[src/rtl/overlay_gen.sv]
// Overlay pattern source: one frame of {mask, frame, addr, pixels} per start; first word 1 cycle after start edge; dout held while valid & ~ready.
// OVERLAY_GEN_CONTINUOUS_EN: frames run back-to-back, done is a 1-cycle pulse and done_ack is ignored.
module overlay_gen #(
    parameter int N_ROW        = 300,
    parameter int N_COL        = 400,
    parameter int PIX_PER_WORD = 4,
    parameter int PIX_W        = 8,
    parameter int MASK_W       = 16,
    parameter int MASK_DEPTH   = 64,
    parameter int ADDR_W       = 17,
    parameter logic [PIX_W-1:0] SOLID_VALUE = 8'h80,
    // Mask table image: entry i lives at bits [i*MASK_W +: MASK_W].
    parameter logic [MASK_DEPTH*MASK_W-1:0] MASK_INIT = '0
) (
    input  logic                                     clock_i,
    input  logic                                     reset_i,
    input  logic [1:0]                               mode_i,
    input  logic                                     scroll_i,
    input  logic                                     start_i,
    output logic                                     start_ack_o,
    output logic                                     done_o,
    input  logic                                     done_ack_i,
    output logic [MASK_W+ADDR_W+PIX_PER_WORD*PIX_W:0] dout_o,
    output logic                                     valid_o,
    input  logic                                     ready_i
);

    localparam int WPR      = N_COL / PIX_PER_WORD;
    localparam int WORDS    = N_ROW * WPR;
    localparam int MAX_ADDR = WORDS - 1;
    localparam int ROW_W    = (N_ROW > 1) ? $clog2(N_ROW) : 1;
    localparam int WCOL_W   = (WPR > 1) ? $clog2(WPR) : 1;
    localparam int IDX_W    = (MASK_DEPTH > 1) ? $clog2(MASK_DEPTH) : 1;

    typedef enum logic [1:0] {S_IDLE, S_RUN, S_DONE} state_t;

    state_t              state_q, state_d;
    logic                start_ack_q, start_ack_r_q;
    logic                start_edge, accept, last_word;
    logic [1:0]          mode_r_q;
    logic                scroll_r_q;
    logic                frame_q;
    logic [ADDR_W-1:0]   addr_q;
    logic [ROW_W-1:0]    row_q;
    logic [WCOL_W-1:0]   wcol_q;
    logic [IDX_W-1:0]    idx_q;
    logic [PIX_W-1:0]    offset_q;
`ifdef OVERLAY_GEN_CONTINUOUS_EN
    logic                done_q;
`endif

    assign start_ack_o = start_ack_q;
    assign start_edge  = start_ack_q & ~start_ack_r_q;
    assign accept      = valid_o & ready_i;
    assign last_word   = accept & (addr_q == ADDR_W'(MAX_ADDR));

    always_ff @(posedge clock_i) begin
        if (!reset_i) begin
            state_q <= S_IDLE;
        end else begin
            state_q <= state_d;
        end
    end

    always_comb begin
        state_d = state_q;
        case (state_q)
            S_IDLE: if (start_edge) state_d = S_RUN;
`ifdef OVERLAY_GEN_CONTINUOUS_EN
            S_RUN:  state_d = S_RUN;
`else
            S_RUN:  if (last_word) state_d = S_DONE;
`endif
            S_DONE: if (done_ack_i) state_d = S_IDLE;
            default: state_d = S_IDLE;
        endcase
    end

    always_comb begin
        valid_o = (state_q == S_RUN);
`ifdef OVERLAY_GEN_CONTINUOUS_EN
        done_o  = done_q;
`else
        done_o  = (state_q == S_DONE);
`endif
    end

    always_ff @(posedge clock_i) begin
        if (!reset_i) begin
            start_ack_q   <= 1'b0;
            start_ack_r_q <= 1'b0;
            mode_r_q      <= '0;
            scroll_r_q    <= 1'b0;
            frame_q       <= 1'b1;
            addr_q        <= '0;
            row_q         <= '0;
            wcol_q        <= '0;
            idx_q         <= '0;
            offset_q      <= '0;
`ifdef OVERLAY_GEN_CONTINUOUS_EN
            done_q        <= 1'b0;
`endif
        end else begin
            start_ack_q   <= start_i;
            start_ack_r_q <= start_ack_q;
`ifdef OVERLAY_GEN_CONTINUOUS_EN
            done_q        <= last_word;
`endif
            if (state_q == S_IDLE && start_edge) begin
                mode_r_q   <= mode_i;
                scroll_r_q <= scroll_i;
                addr_q     <= '0;
                row_q      <= '0;
                wcol_q     <= '0;
                idx_q      <= '0;
            end else if (last_word) begin
                frame_q  <= ~frame_q;
                offset_q <= scroll_r_q ? offset_q + 1'b1 : '0;
                addr_q   <= '0;
                row_q    <= '0;
                wcol_q   <= '0;
                idx_q    <= '0;
`ifdef OVERLAY_GEN_CONTINUOUS_EN
                mode_r_q   <= mode_i;
                scroll_r_q <= scroll_i;
`endif
            end else if (accept) begin
                addr_q <= addr_q + 1'b1;
                idx_q  <= (idx_q == IDX_W'(MASK_DEPTH-1)) ? '0 : idx_q + 1'b1;
                if (wcol_q == WCOL_W'(WPR-1)) begin
                    wcol_q <= '0;
                    row_q  <= row_q + 1'b1;
                end else begin
                    wcol_q <= wcol_q + 1'b1;
                end
            end
        end
    end

    logic [MASK_W-1:0] mask_tab [MASK_DEPTH];
    for (genvar i = 0; i < MASK_DEPTH; i++) begin : g_mask
        assign mask_tab[i] = MASK_INIT[i*MASK_W +: MASK_W];
    end

    // Arithmetic is done modulo 2^PIX_W; the checkerboard only needs bit 3 of row and col.
    logic [PIX_PER_WORD*PIX_W-1:0] pix;
    logic [PIX_W-1:0]              col_v, row_v, lane_v;
    always_comb begin
        pix    = '0;
        col_v  = '0;
        lane_v = '0;
        row_v  = PIX_W'(row_q);
        for (int k = 0; k < PIX_PER_WORD; k++) begin
            col_v = PIX_W'(wcol_q) * PIX_W'(PIX_PER_WORD) + PIX_W'(k) + offset_q;
            case (mode_r_q)
                2'd0:    lane_v = SOLID_VALUE;
                2'd1:    lane_v = col_v;
                2'd2:    lane_v = row_v + offset_q;
                default: lane_v = (row_v[3] ^ col_v[3]) ? '1 : '0;
            endcase
            pix[k*PIX_W +: PIX_W] = lane_v;
        end
    end

    assign dout_o = {mask_tab[idx_q], frame_q, addr_q, pix};

endmodule

[config.mk]
export PLATFORM = sky130hd
export DESIGN_NAME = overlay_gen
export DESIGN_NICKNAME = d
export VERILOG_FILES = /design/src/rtl/overlay_gen.sv
export SDC_FILE = /design/constraint.sdc
export NUM_CORES = 1
export LEC_CHECK = 0
export ABC_AREA = 1
export CAP_MARGIN = 40
export CORE_MARGIN = 2
export CORE_UTILIZATION = 30
export CTS_CLUSTER_SIZE = 28
export DETAILED_ROUTE_END_ITERATION = 6
export PLACE_DENSITY = 0.49
export SETUP_SLACK_MARGIN = 0.3
export SLEW_MARGIN = 0
export SYNTH_ARGS = -nofsm -noshare
export SYNTH_HDL_FRONTEND = slang
export SYNTH_SLANG_ARGS = --single-unit
export TNS_END_PERCENT = 50
[constraint.sdc]
create_clock -name clock_i -period 1.8 [get_ports clock_i]
set_input_delay 0.18 -clock clock_i [delete_from_list [all_inputs] [get_ports clock_i]]
set_output_delay 0.18 -clock clock_i [all_outputs]
set_load 0.02 [all_outputs]
; ---- Word level (Yosys, flattened, before mapping)
; Memories as Yosys holds them, arrays and structs flattened.
; Index checks and enable logic that the tools add are counted.
[totals]
elab_cells = 72
output_inout_bits = 69
reg_bits = 55
inputBits = 8
rom_bits = 1024
memories = 1
[op_classes]
eq_ne = 10
bitwise_logic = 12
n_lt_le_gt_ge = 1
n_reduce_logical = 7
addsub = 13
n_mux = 17
[mem_list]
columns = name, depth, width, rd, rd_ports_with_merged_regs, wr, line_no
row1 = (name not given), 64, 16, 1, 0, 0, 165  ; assign dout_o = {mask_tab[idx_q], frame_q, addr_q, pix};
[op_table]
columns = cell, count
row1 = 8-bit one-hot mux with 3 select lines, 4
row2 = 8-bit adder, 5
row3 = 8-bit two-way mux, 5
row4 = 16-bit two-way mux, 2
row5 = 17-bit by 1-bit adder with 17-bit output (second input constant), 1
row6 = 17-bit by 15-bit equality test with 1-bit output (second input constant), 1
row7 = 8-bit by 1-bit adder with 8-bit output (second input constant), 2
row8 = 8-bit by 2-bit adder with 8-bit output (second input constant), 2
row9 = 9-bit by 1-bit adder with 9-bit output (second input constant), 1
row10 = 7-bit by 1-bit adder with 7-bit output (second input constant), 1
row11 = 7-bit equality test (second input constant), 1
row12 = 7-bit greater-or-equal comparator (second input constant), 1
row13 = 7-bit two-way mux, 1
row14 = 6-bit NOT with 7-bit output, 1
row15 = 6-bit by 1-bit adder with 6-bit output (second input constant), 1
row16 = 6-bit equality test (second input constant), 1
row17 = 2-bit two-way mux, 3
row18 = 6-bit two-way mux, 1
row19 = 2-bit one-hot mux with 3 select lines, 1
row20 = 2-bit by 1-bit equality test with 1-bit output (second input constant), 2
row21 = 2-bit equality test (second input constant), 2
row22 = 2-bit logical NOT, 2
row23 = 2-bit by 1-bit inequality test with 1-bit output (second input constant), 2
row24 = 1-bit NOT, 4
row25 = other kinds (7), 13

; ---- Depth between registers and ports, before layout
[logic_depth]
word_depth = 5
ltp_mapped = 12
mapped_depth_nobuf = 12

; ---- Worst setup path after synthesis
; No wires, ideal clock.
[synth_timing]
path_type = register to output
start = register offset_q[1]
end = output port dout_o[26]
arrival_time_ns = 1.894
slack_ns = -0.274
n_path_buf = 0
path_stages_with_launch = 9
cell_sequence = dfxtp_1 > inv_1 > fa_1 > nand2_1 > nand2_1 > nand2_1 > nand2_1 > nand3_1 > o311ai_0
[synth_between]
elab_chain_cells = 4
[synth_lines]
columns = element, line_no
row1 = from (decl), 47  ; logic [PIX_W-1:0] offset_q;
row2 = from (signal assigned), 118  ; offset_q <= scroll_r_q ? offset_q + 1'b1 : '0;
row3 = 8-bit adder, 154  ; col_v = PIX_W'(wcol_q) * PIX_W'(PIX_PER_WORD) + PIX_W'(k) + offset_q;
row4 = 1-bit bitwise XOR, 159  ; default: lane_v = (row_v[3] ^ col_v[3]) ? '1 : '0;
row5 = 8-bit two-way mux, 159
row6 = 8-bit one-hot mux with 3 select lines *, 155  ; case (mode_r_q)
row7 = to (decl), 23  ; output logic [MASK_W+ADDR_W+PIX_PER_WORD*PIX_W:0] dout_o,
; Mark *: on every way between the ends. The rest lies on a longest branch, timed or not.

; ---- Final worst setup path
[layout_timing]
start = register wcol_q[0]
end = output port dout_o[30]
[layout_between]
elab_chain_cells = 5
[layout_lines]
columns = element, line_no
row1 = from (decl), 45  ; logic [WCOL_W-1:0] wcol_q;
row2 = from (signal assigned), 134  ; wcol_q <= wcol_q + 1'b1;
row3 = 8-bit by 2-bit adder with 8-bit output *, 154
row4 = 8-bit adder *, 154
row5 = 1-bit bitwise XOR, 159
row6 = 8-bit two-way mux, 159
row7 = 8-bit one-hot mux with 3 select lines *, 155
; Marks and branches as above.

==> qor.txt <==
Leak Pwr -> 3.16 nW
Yosys reg bits -> 48
Largest fanout on the critical path -> 5
Buffers on Ports -> 60
Placed Cells -> 947
Power Density -> 360 nW/um^2
Chip Width -> 118 um
Synth Instances -> 634
Tot Pwr -> 2.37 mW
CTS tree -> yes
Clock latency on the worst-skew pair -> 0.29 ns
Crit share post-route -> 122%
FMAX -> 455 MHz
CTS root buf -> clkbuf_16
Commonest non-fill, non-tap cell in the layout -> nand2_1
First-pass GRT wire length -> 20.8 mm
Layout cell share with drive strength beyond 1 -> 40.2%
Layout Nets -> 842
Final Hold Vio Count -> 0
Post-CTS Hold Fix Bufs -> 0
Design Area, Final -> 6580 um^2
Sum Neg Setup Slack -> -10.91 ns
Vias per cell -> 4.59
Die ar. -> 14,000 um^2
Setup CP Type -> register to primary output
Crit end category -> primary output
Clock slew at reported path FFs -> 0.07 ns
I/O pin cnt -> 77
Largest net degree at the start of global routing -> 15
Min Hold Slack -> 0.419 ns
Final Slew Violations -> 0
Cts bufs inserted -> 5
GRT Total Usage -> 18.2%
Final setup fails -> 32
Vias in the first global route -> 4,328
Initial antenna violation count -> 1
Synth-to-layout area growth -> 67.6%
Failing checks -> setup timing
Total routed wirelength -> 13.0 mm
YS warnings -> 0
Worst setup margin -> -0.396 ns
GRT overflow -> 0
Sinks on the clock net -> 48
Row count -> 41
Core Area -> 12,700 um^2
Library cells used by synthesis -> 33
Initial Util -> 31.0%
Drt first-iter violations -> 223
Drt wl/cell -> 13.1 um
DRC viols -> 0
GPL Wtd Cong -> 0.865
CP Launch Type -> register
Detailed Place HPWL -> 10.1 mm
Fin crit period -> 2.20 ns
Status -> finished, violations left
Sequential-to-total area share from yosys stat -> 24.5%
DP Area -> 5690 um^2
Worst EP arrival -> 2.02 ns
Finished Layout Cells -> 986
Max-cap violations -> 0
Setup slack at placement -> -0.631 ns
Skew final -> 0.00513 ns
DR pass1 iterations -> 4
Mean post-synth cell area -> 6.19 um^2
Clock H-tree levels -> 2
RSZ-0062 raised after global routing -> yes
Worst hold-check path type -> input pin to register
Post-route ant nets -> 0
Clock Path Buffers -> 2
Mapped cell area -> 3920 um^2
Chip height -> 118 um
Final core occ -> 51.9%
Max VDD drop -> 0.000285 V
Vias -> 4,521
Most frequent cells in the layout -> nand2_1 (141), buf_4 (105), inv_1 (75)
Required time worst endpoint -> 1.62 ns
## per-layer routing
metal  global-route usage (%)  vias up  share of wire [%]
li1                         -     2348                  -
met1                     24.4     2079                 47
met2                     30.6       87                 48
met3                     3.09        7                4.4
met4                     3.69        0               0.76
met5                        0        -                  0
## final cells by class
class,instances,area (um^2)
diodes,1,2.50
clock buffers,8,146
fillers,1278,6100
inverters,90,345
multi-input cells,486,3200
flip-flops and latches,48,1010
well taps,172,215
repair buffers,181,1650
## worst paths after layout
| path | startpoint | to | slack, ns | cells past startpoint |
|---|---|---|---|---|
| setup reg to reg | addr_q[1]$_SDFFE_PP0P_ | offset_q[4]$_SDFFE_PN0P_ | 0.30 | 10 |
| hold / removal | start_i | start_ack_o$_SDFF_PN0_ | 0.42 | 3 |
| hold reg to reg | start_ack_o$_SDFF_PN0_ | start_ack_r_q$_SDFF_PN0_ | 0.45 | 2 |
| setup / recovery | wcol_q[0]$_SDFFE_PP0P_ | dout_o[30] | -0.40 | 10 |
## synthesized netlist by cell type
| cell type | instances | share of area [%] |
|---|---|---|
| nand3_4 | 2 | 0.89 |
| fa_1 | 3 | 1.5 |
| xor2_1 | 14 | 3.1 |
| buf_4 | 17 | 3.3 |
| o21ai_0 | 16 | 2.0 |
| inv_2 | 3 | 0.29 |
| buf_2 | 2 | 0.26 |
| nand2_1 | 180 | 17 |
| a21oi_1 | 33 | 4.2 |
| buf_6 | 3 | 0.86 |
| or2_2 | 3 | 0.48 |
| nor2_1 | 74 | 7.1 |
| nand3_2 | 3 | 0.77 |
| nor2_2 | 6 | 0.96 |
| nand3b_1 | 2 | 0.38 |
| conb_1 | 1 | 0.096 |
| nor3_1 | 6 | 0.77 |
| clkbuf_1 | 3 | 0.29 |
| xnor2_1 | 5 | 1.1 |
| ha_1 | 19 | 6.1 |
| o311ai_0 | 2 | 0.45 |
| nor4_1 | 1 | 0.16 |
| o21ai_1 | 2 | 0.26 |
| nand3_1 | 69 | 8.8 |
| o22ai_1 | 2 | 0.32 |
| nand4_2 | 1 | 0.32 |
| nor2_4 | 3 | 0.86 |
| nand4_1 | 10 | 1.6 |
| nor3_2 | 2 | 0.51 |
| o211ai_1 | 10 | 1.9 |
| inv_1 | 87 | 8.3 |
| dfxtp_1 | 48 | 24 |
| nand2_2 | 2 | 0.32 |
## report_power, final
part,switching (mW),internal [mW]
logic,0.193,0.132
clock network,0.418,0.556
registers,0.00884,1.06
## flip-flops by register name, summed over array words and instances, names as in the netlist
signal / cells
wcol_q: 7
state_q: 2
start_ack_r_q: 1
mode_r_q: 2
frame_q: 1
offset_q: 8
addr_q: 17
start_ack_o: 1
scroll_r_q: 1
row_q: 8
## worst max-delay path, cell delays in order, from the launching register on
cell and delay, ns:
dfxtp_4 0.36, ha_4 0.30, buf_4 0.11, buf_4 0.13
inv_2 0.05, buf_4 0.13, nor2_1 0.24, nand2_1 0.11
nand3_1 0.09, nand3_2 0.08, buf_6 0.13
## logic make-up after synthesis
group	after synthesis	share of synthesized area (%)
fa+ha+maj	22	7.59
buf+inv	115	13.3
flops	48	24.5
compound gates	65	9.19
xor+xnor	19	4.24
simple gates	364	41.1
other cells	1	0.0956
## what timing repair did
| action | in CTS | in global routing |
|---|---|---|
| endpoints found under the setup margin | 91 | 77 |
| cloned | 0 | 0 |
| pin swaps | 38 | 38 |
| buffers inserted | 16 | 14 |
| resized for setup | 268 | 85 |
(Power assumes the default switching activity.)
